===== src/rtl/cpu_pkg.sv =====
// Shared CPU definitions: ALU opcodes, branch condition codes, {Z,V,N}
// flag bit positions, and the per-opcode flag write mask.
package cpu_pkg;

  // ALU opcodes
  localparam logic [2:0] OP_ADD    = 3'b000;
  localparam logic [2:0] OP_SUB    = 3'b001;
  localparam logic [2:0] OP_XOR    = 3'b010;
  localparam logic [2:0] OP_RED    = 3'b011;
  localparam logic [2:0] OP_SLL    = 3'b100;
  localparam logic [2:0] OP_SRA    = 3'b101;
  localparam logic [2:0] OP_ROR    = 3'b110;
  localparam logic [2:0] OP_PADDSB = 3'b111;

  // Branch condition codes
  localparam logic [2:0] COND_NE  = 3'b000;
  localparam logic [2:0] COND_EQ  = 3'b001;
  localparam logic [2:0] COND_GT  = 3'b010;
  localparam logic [2:0] COND_LT  = 3'b011;
  localparam logic [2:0] COND_GE  = 3'b100;
  localparam logic [2:0] COND_LE  = 3'b101;
  localparam logic [2:0] COND_OV  = 3'b110;
  localparam logic [2:0] COND_ALW = 3'b111;

  // Bit positions within the {Z,V,N} flag vector
  localparam int unsigned FLAG_Z = 2;
  localparam int unsigned FLAG_V = 1;
  localparam int unsigned FLAG_N = 0;

  // Branch interlock states
  typedef enum logic {
    BR_IDLE = 1'b0,
    BR_WAIT = 1'b1
  } br_state_t;

  // Which {Z,V,N} bits an opcode is allowed to update.
  function automatic logic [2:0] flag_wr_mask(input logic [2:0] op);
    logic [2:0] m;
    m = '0;
    case (op)
      OP_ADD, OP_SUB:                 m = 3'b111;
      OP_XOR, OP_SLL, OP_SRA, OP_ROR: m = 3'b100;
      default:                        m = '0;
    endcase
    return m;
  endfunction

endpackage


===== src/rtl/branch_cond_eval.sv =====
// Combinational branch condition resolver: condition code + {Z,V,N} -> taken.
module branch_cond_eval
  import cpu_pkg::*;
#(
  parameter int unsigned FLAG_W = 3,
  parameter int unsigned COND_W = 3
) (
  input  logic [COND_W-1:0] cond,
  input  logic [FLAG_W-1:0] flags,
  output logic              taken
);

  logic w_z;
  logic w_v;
  logic w_n;

  assign w_z = flags[FLAG_Z];
  assign w_v = flags[FLAG_V];
  assign w_n = flags[FLAG_N];

  // Decode the condition code against the current flags
  always_comb begin
    taken = 1'b0;
    case (cond)
      COND_NE:  taken = !w_z;
      COND_EQ:  taken = w_z;
      COND_GT:  taken = !w_z && !w_n;
      COND_LT:  taken = w_n;
      COND_GE:  taken = w_z || !w_n;
      COND_LE:  taken = w_z || w_n;
      COND_OV:  taken = w_v;
      default:  taken = 1'b1;
    endcase
  end

endmodule


===== src/rtl/flag_branch_unit.sv =====
// Architectural {Z,V,N} flag register plus conditional branch resolver.
// A branch in ID that sees a flag writer in EX waits one cycle in BR_WAIT
// so it resolves against the committed flags rather than forwarded ones.
module flag_branch_unit
  import cpu_pkg::*;
#(
  parameter int unsigned FLAG_W = 3,
  parameter int unsigned COND_W = 3
) (
  input  logic              clk,
  input  logic              rst_n,
  input  logic              ex_alu_valid,
  input  logic [2:0]        ex_op,
  input  logic [FLAG_W-1:0] ex_flags,
  input  logic              hold,
  input  logic              id_br_valid,
  input  logic [COND_W-1:0] id_br_cond,
  output logic              br_stall,
  output logic              br_done,
  output logic              br_taken,
  output logic [FLAG_W-1:0] flags
);

  br_state_t         r_state;
  logic [FLAG_W-1:0] r_flags;
  logic              r_br_done;
  logic              r_br_taken;

  logic [FLAG_W-1:0] w_mask;
  logic              w_haz;
  logic              w_accept;
  logic              w_taken;

  assign w_mask = flag_wr_mask(ex_op);
  assign w_haz  = ex_alu_valid && (w_mask != '0);

  // In BR_WAIT the older writer has already committed, so any writer now in
  // EX is younger than the branch and must not block it.
  assign w_accept = id_br_valid && !hold && ((r_state == BR_WAIT) || !w_haz);
  assign br_stall = id_br_valid && !w_accept;

  branch_cond_eval #(
    .FLAG_W (FLAG_W),
    .COND_W (COND_W)
  ) u_cond (
    .cond  (id_br_cond),
    .flags (r_flags),
    .taken (w_taken)
  );

  // Masked commit of ALU flags as the instruction leaves EX
  always_ff @(posedge clk or negedge rst_n) begin
    if (!rst_n) begin
      r_flags <= '0;
    end else if (ex_alu_valid && !hold) begin
      r_flags <= (r_flags & ~w_mask) | (ex_flags & w_mask);
    end
  end

  // Branch interlock FSM with registered resolve outputs
  always_ff @(posedge clk or negedge rst_n) begin
    if (!rst_n) begin
      r_state    <= BR_IDLE;
      r_br_done  <= 1'b0;
      r_br_taken <= 1'b0;
    end else begin
      r_br_done <= 1'b0;
      if (!hold) begin
        case (r_state)
          BR_IDLE: begin
            if (id_br_valid) begin
              if (w_haz) begin
                r_state <= BR_WAIT;
              end else begin
                r_br_done  <= 1'b1;
                r_br_taken <= w_taken;
              end
            end
          end
          BR_WAIT: begin
            r_state <= BR_IDLE;
            if (id_br_valid) begin
              r_br_done  <= 1'b1;
              r_br_taken <= w_taken;
            end
          end
          default: r_state <= BR_IDLE;
        endcase
      end
    end
  end

  assign flags    = r_flags;
  assign br_done  = r_br_done;
  assign br_taken = r_br_taken;

endmodule


===== config.mk =====
export PLATFORM = sky130hd
export DESIGN_NAME = flag_branch_unit
export DESIGN_NICKNAME = d
export VERILOG_FILES = /design/src/rtl/cpu_pkg.sv /design/src/rtl/branch_cond_eval.sv /design/src/rtl/flag_branch_unit.sv
export SDC_FILE = /design/constraint.sdc
export NUM_CORES = 1
export LEC_CHECK = 0
export BUFFER_PORTS_ARGS = -buffer_cell sky130_fd_sc_hd__buf_2
export CAP_MARGIN = 20
export CORE_AREA = 2 2 39 41
export CTS_BUF_LIST = sky130_fd_sc_hd__clkbuf_16
export CTS_CLUSTER_DIAMETER = 200
export CTS_CLUSTER_SIZE = 40
export DETAILED_ROUTE_END_ITERATION = 7
export DIE_AREA = 0 0 41 43
export PLACE_DENSITY = 0.56
export SETUP_SLACK_MARGIN = 0.5
export SLEW_MARGIN = 20
export SYNTH_ARGS = -nofsm -noshare
export SYNTH_HDL_FRONTEND = slang
export SYNTH_SLANG_ARGS = --single-unit

===== constraint.sdc =====
create_clock -name clk -period 4.2 [get_ports clk]
set_input_delay 0.84 -clock clk [delete_from_list [all_inputs] [get_ports clk]]
set_output_delay 0.84 -clock clk [all_outputs]
set_load 0.1 [all_outputs]

==> results.tsv <==
stage	metric	value	unit
run_status	status	completed	
clocking	cts_resized	0	
detailed_routing	drc	0	
critical_path	r2r_end	br_taken	
critical_path	crit_start	ex_op[1]	
timing	finalCriticalPeriod	2.63	ns
cells_and_area	n_antenna_cell	0	
clocking	hold_buffers	0	
synthesis	synth-seq-cells	6	
global_route	grt_max_degree	7	
synthesis	synthAdderAreaFrac	0	%
global_route	grt_pass1_wl	1.13	mm
critical_path	cp-endpoint	br_stall	
die	start_util	22.9	%
detailed_routing	drt_iter0_markers	6	
synthesis	synth_simple_gate_area_share	20.2	%
timing	max_clock_freq	381	MHz
synthesis	synth_cell_types	17	
clocking	htree_levels	1	
critical_path	worstSetupEndpointType	output pin	
power_and_ir_drop	p_leak	0.000248	uW
cells_and_area	final_cells	66	
timing	period_share	62.6	%
job	drv_cap	0	
critical_path	cp_data_arrival_time	1.79	ns
synthesis	synth_top_family_by_area	simple AND/OR/NAND/NOR gates	
critical_path	path_class	input port to output pin	
placement	port_buffers	19	
synthesis	synth_xor_area_share	0	%
global_route	overflow	0	
timing	relSlewSlack	68.0	%
synthesis	synthCells	28	
global_route	antenna_found_initial	0	
cells_and_area	final_util	36.6	%
power_and_ir_drop	p_switching	129	uW
clocking	cts_tree	yes	
detailed_routing	finalWirelength	723	um
clocking	root_buffer	clkbuf_16	
synthesis	synth_top_area_cell	dfrtp_1	
die	die_h	43	um
synthesis	syn_area	317	um^2
clocking	clk_path_buf_depth	2	
cells_and_area	drive_above_1_share	50.0	%
power_and_ir_drop	p_int	216	uW
detailed_routing	viasPerCell	4.67	
timing	tightestPinTransition	0.484	ns
timing	finalHoldViolCount	0	
critical_path	crit_fanout	3	
die	dieArea	1760	um^2
clocking	clk_latency	0.23	ns
placement	place_congestion	0.576	
die	core_area	1380	um^2
synthesis	yosysTopAreaCellShare	47.4	%
critical_path	rrSetupSlack	2.78	ns
timing	finalMaxSlewViolations	0	
die	dieWidth	41	um
die	ioPinCount	20	
timing	setup_violations	0	
synthesis	muxShareOfSynthArea	15.4	%
synthesis	syn_avg_cell_area	11.3	um^2
power_and_ir_drop	pwr-share-clk	43.8	%
cells_and_area	fin_nets	66	
synthesis	synth-compound-area-share	17.0	%
power_and_ir_drop	p_per_area	681	nW/um^2
power_and_ir_drop	power_frac_comb	33.9	%
die	row_count	14	
critical_path	startpoint_type	input port	
synthesis	synth-seq-area-share	47.4	%
global_route	grt_usage	10.3	%
detailed_routing	wl_per_cell	11.0	um
clocking	post_cts_buffers	0	
detailed_routing	dr.pass1.iters	4	
critical_path	cp.required	3.36	ns
detailed_routing	vias	308	
power_and_ir_drop	swShare	37.5	%
hold_path	hold_path.class	input port to asynchronous set/reset pin	
detailed_routing	drtAntennaViolNets	0	
placement	post_dp_cell_area	432	um^2
synthesis	yosysWarnings	0	
clocking	cts_sinks	6	
critical_path	ff2ff_path_depth	4	
global_route	first_global_vias	281	
cells_and_area	area_growth	60.1	%
placement	post-place-cells	63	
synthesis	synth.top_cells.by_area	dfrtp_1 47%, mux2_1 11%, a211oi_1 4.7%, mux2_4 4.7%, nand2b_1 4.0%	
power_and_ir_drop	pwr-share-seq	22.2	%
timing	fin_worst_skew	0.0000906	ns
synthesis	syn_nets	42	
clocking	cts_buffers	3	
timing	rsz0062_at_grt	no	
timing	timing.hold.ws	0.429	ns
power_and_ir_drop	max-vdd-ir-drop	0.221	mV
placement	dp_hpwl	542	um
cells_and_area	final_area	507	um^2
timing	finalSetupTns	0	ns
clocking	clk_pin_slew	0.03	ns
[per-layer routing]
metal  wire length (um)  up-vias  share of wire, %  global-route usage [%]
met4                  8        0               1.1                    10.0
met3                 65        2               9.0                    4.71
met1                308      139                43                    11.3
met2                340       15                47                    13.8
met5                  0        -                 0                       0
li1                   -      152                 -                       -
[cells in the mapped netlist]
library cell,n
dfrtp_1,6
mux2_1,3
a211oi_1,2
a21oi_1,2
nand2_1,2
nand2b_1,2
a21oi_2,1
a31oi_1,1
and2_2,1
and2b_1,1
mux2_4,1
nand4b_1,1
nor2b_1,1
nor3_1,1
o22ai_1,1
o31ai_1,1
or3b_1,1
[critical path: stages]
cell and delay [ns]:
buf_2 0.11, a21oi_1 0.22, a21oi_2 0.09, nor2b_1 0.10, buf_2 0.43
[kinds of logic (layout without fill, tap and decap cells)]
family                 after synthesis  in the layout
AO/OA/AOI/OAI                        8              8
flip-flops                           6              6
AND/OR/NAND/NOR                     10             10
buffers and inverters                0             22
multiplexers                         4              4
[how the worst min path moves through the flow]
stage | startpoint | end | slack [ns]
after global placement | r_state | r_state | 0.47
after floorplan | r_state | r_state | 0.44
after CTS | rst_n | br_done | 0.43
after global routing | rst_n | r_state | 0.44
final | rst_n | br_done | 0.43
after detailed placement | r_state | r_state | 0.49
[stage by stage]
step | setup slack (ns) | total power (uW)
after detailed placement | 1.57 | 195
after CTS | 1.56 | 348
final | 1.57 | 345
after floorplan | 0.902 | 171
after global placement | 1.60 | 195
after global routing | 1.45 | 356
[placed cells by master (no fill, tap or decap), drive strengths merged]
master	count
a211oi	2
a21oi	3
a31oi	1
and2	1
and2b	1
buf	19
clkbuf	3
dfrtp	6
mux2	4
nand2	2
nand2b	2
nand4b	1
nor2b	1
nor3	1
o22ai	1
o31ai	1
or3b	1
[area by class of cell]
cell class / instances / area (um^2)
fillers: 150 / 877
multi-input cells: 22 / 166
flip-flops and latches: 6 / 150
repair buffers: 19 / 95.1
clock buffers: 3 / 75.1
well taps: 16 / 20.0
[power groups by stage]
stage               sequential [uW]  combinational [uW]  clock, uW
floorplan                       146                25.2          0
global placement               77.5                 117          0
detailed placement             77.8                 117          0
CTS                            77.3                 118        153
global route                   78.6                 123        155
finish                         76.7                 117        151
Note: power is estimated with default switching activity, not from simulation.
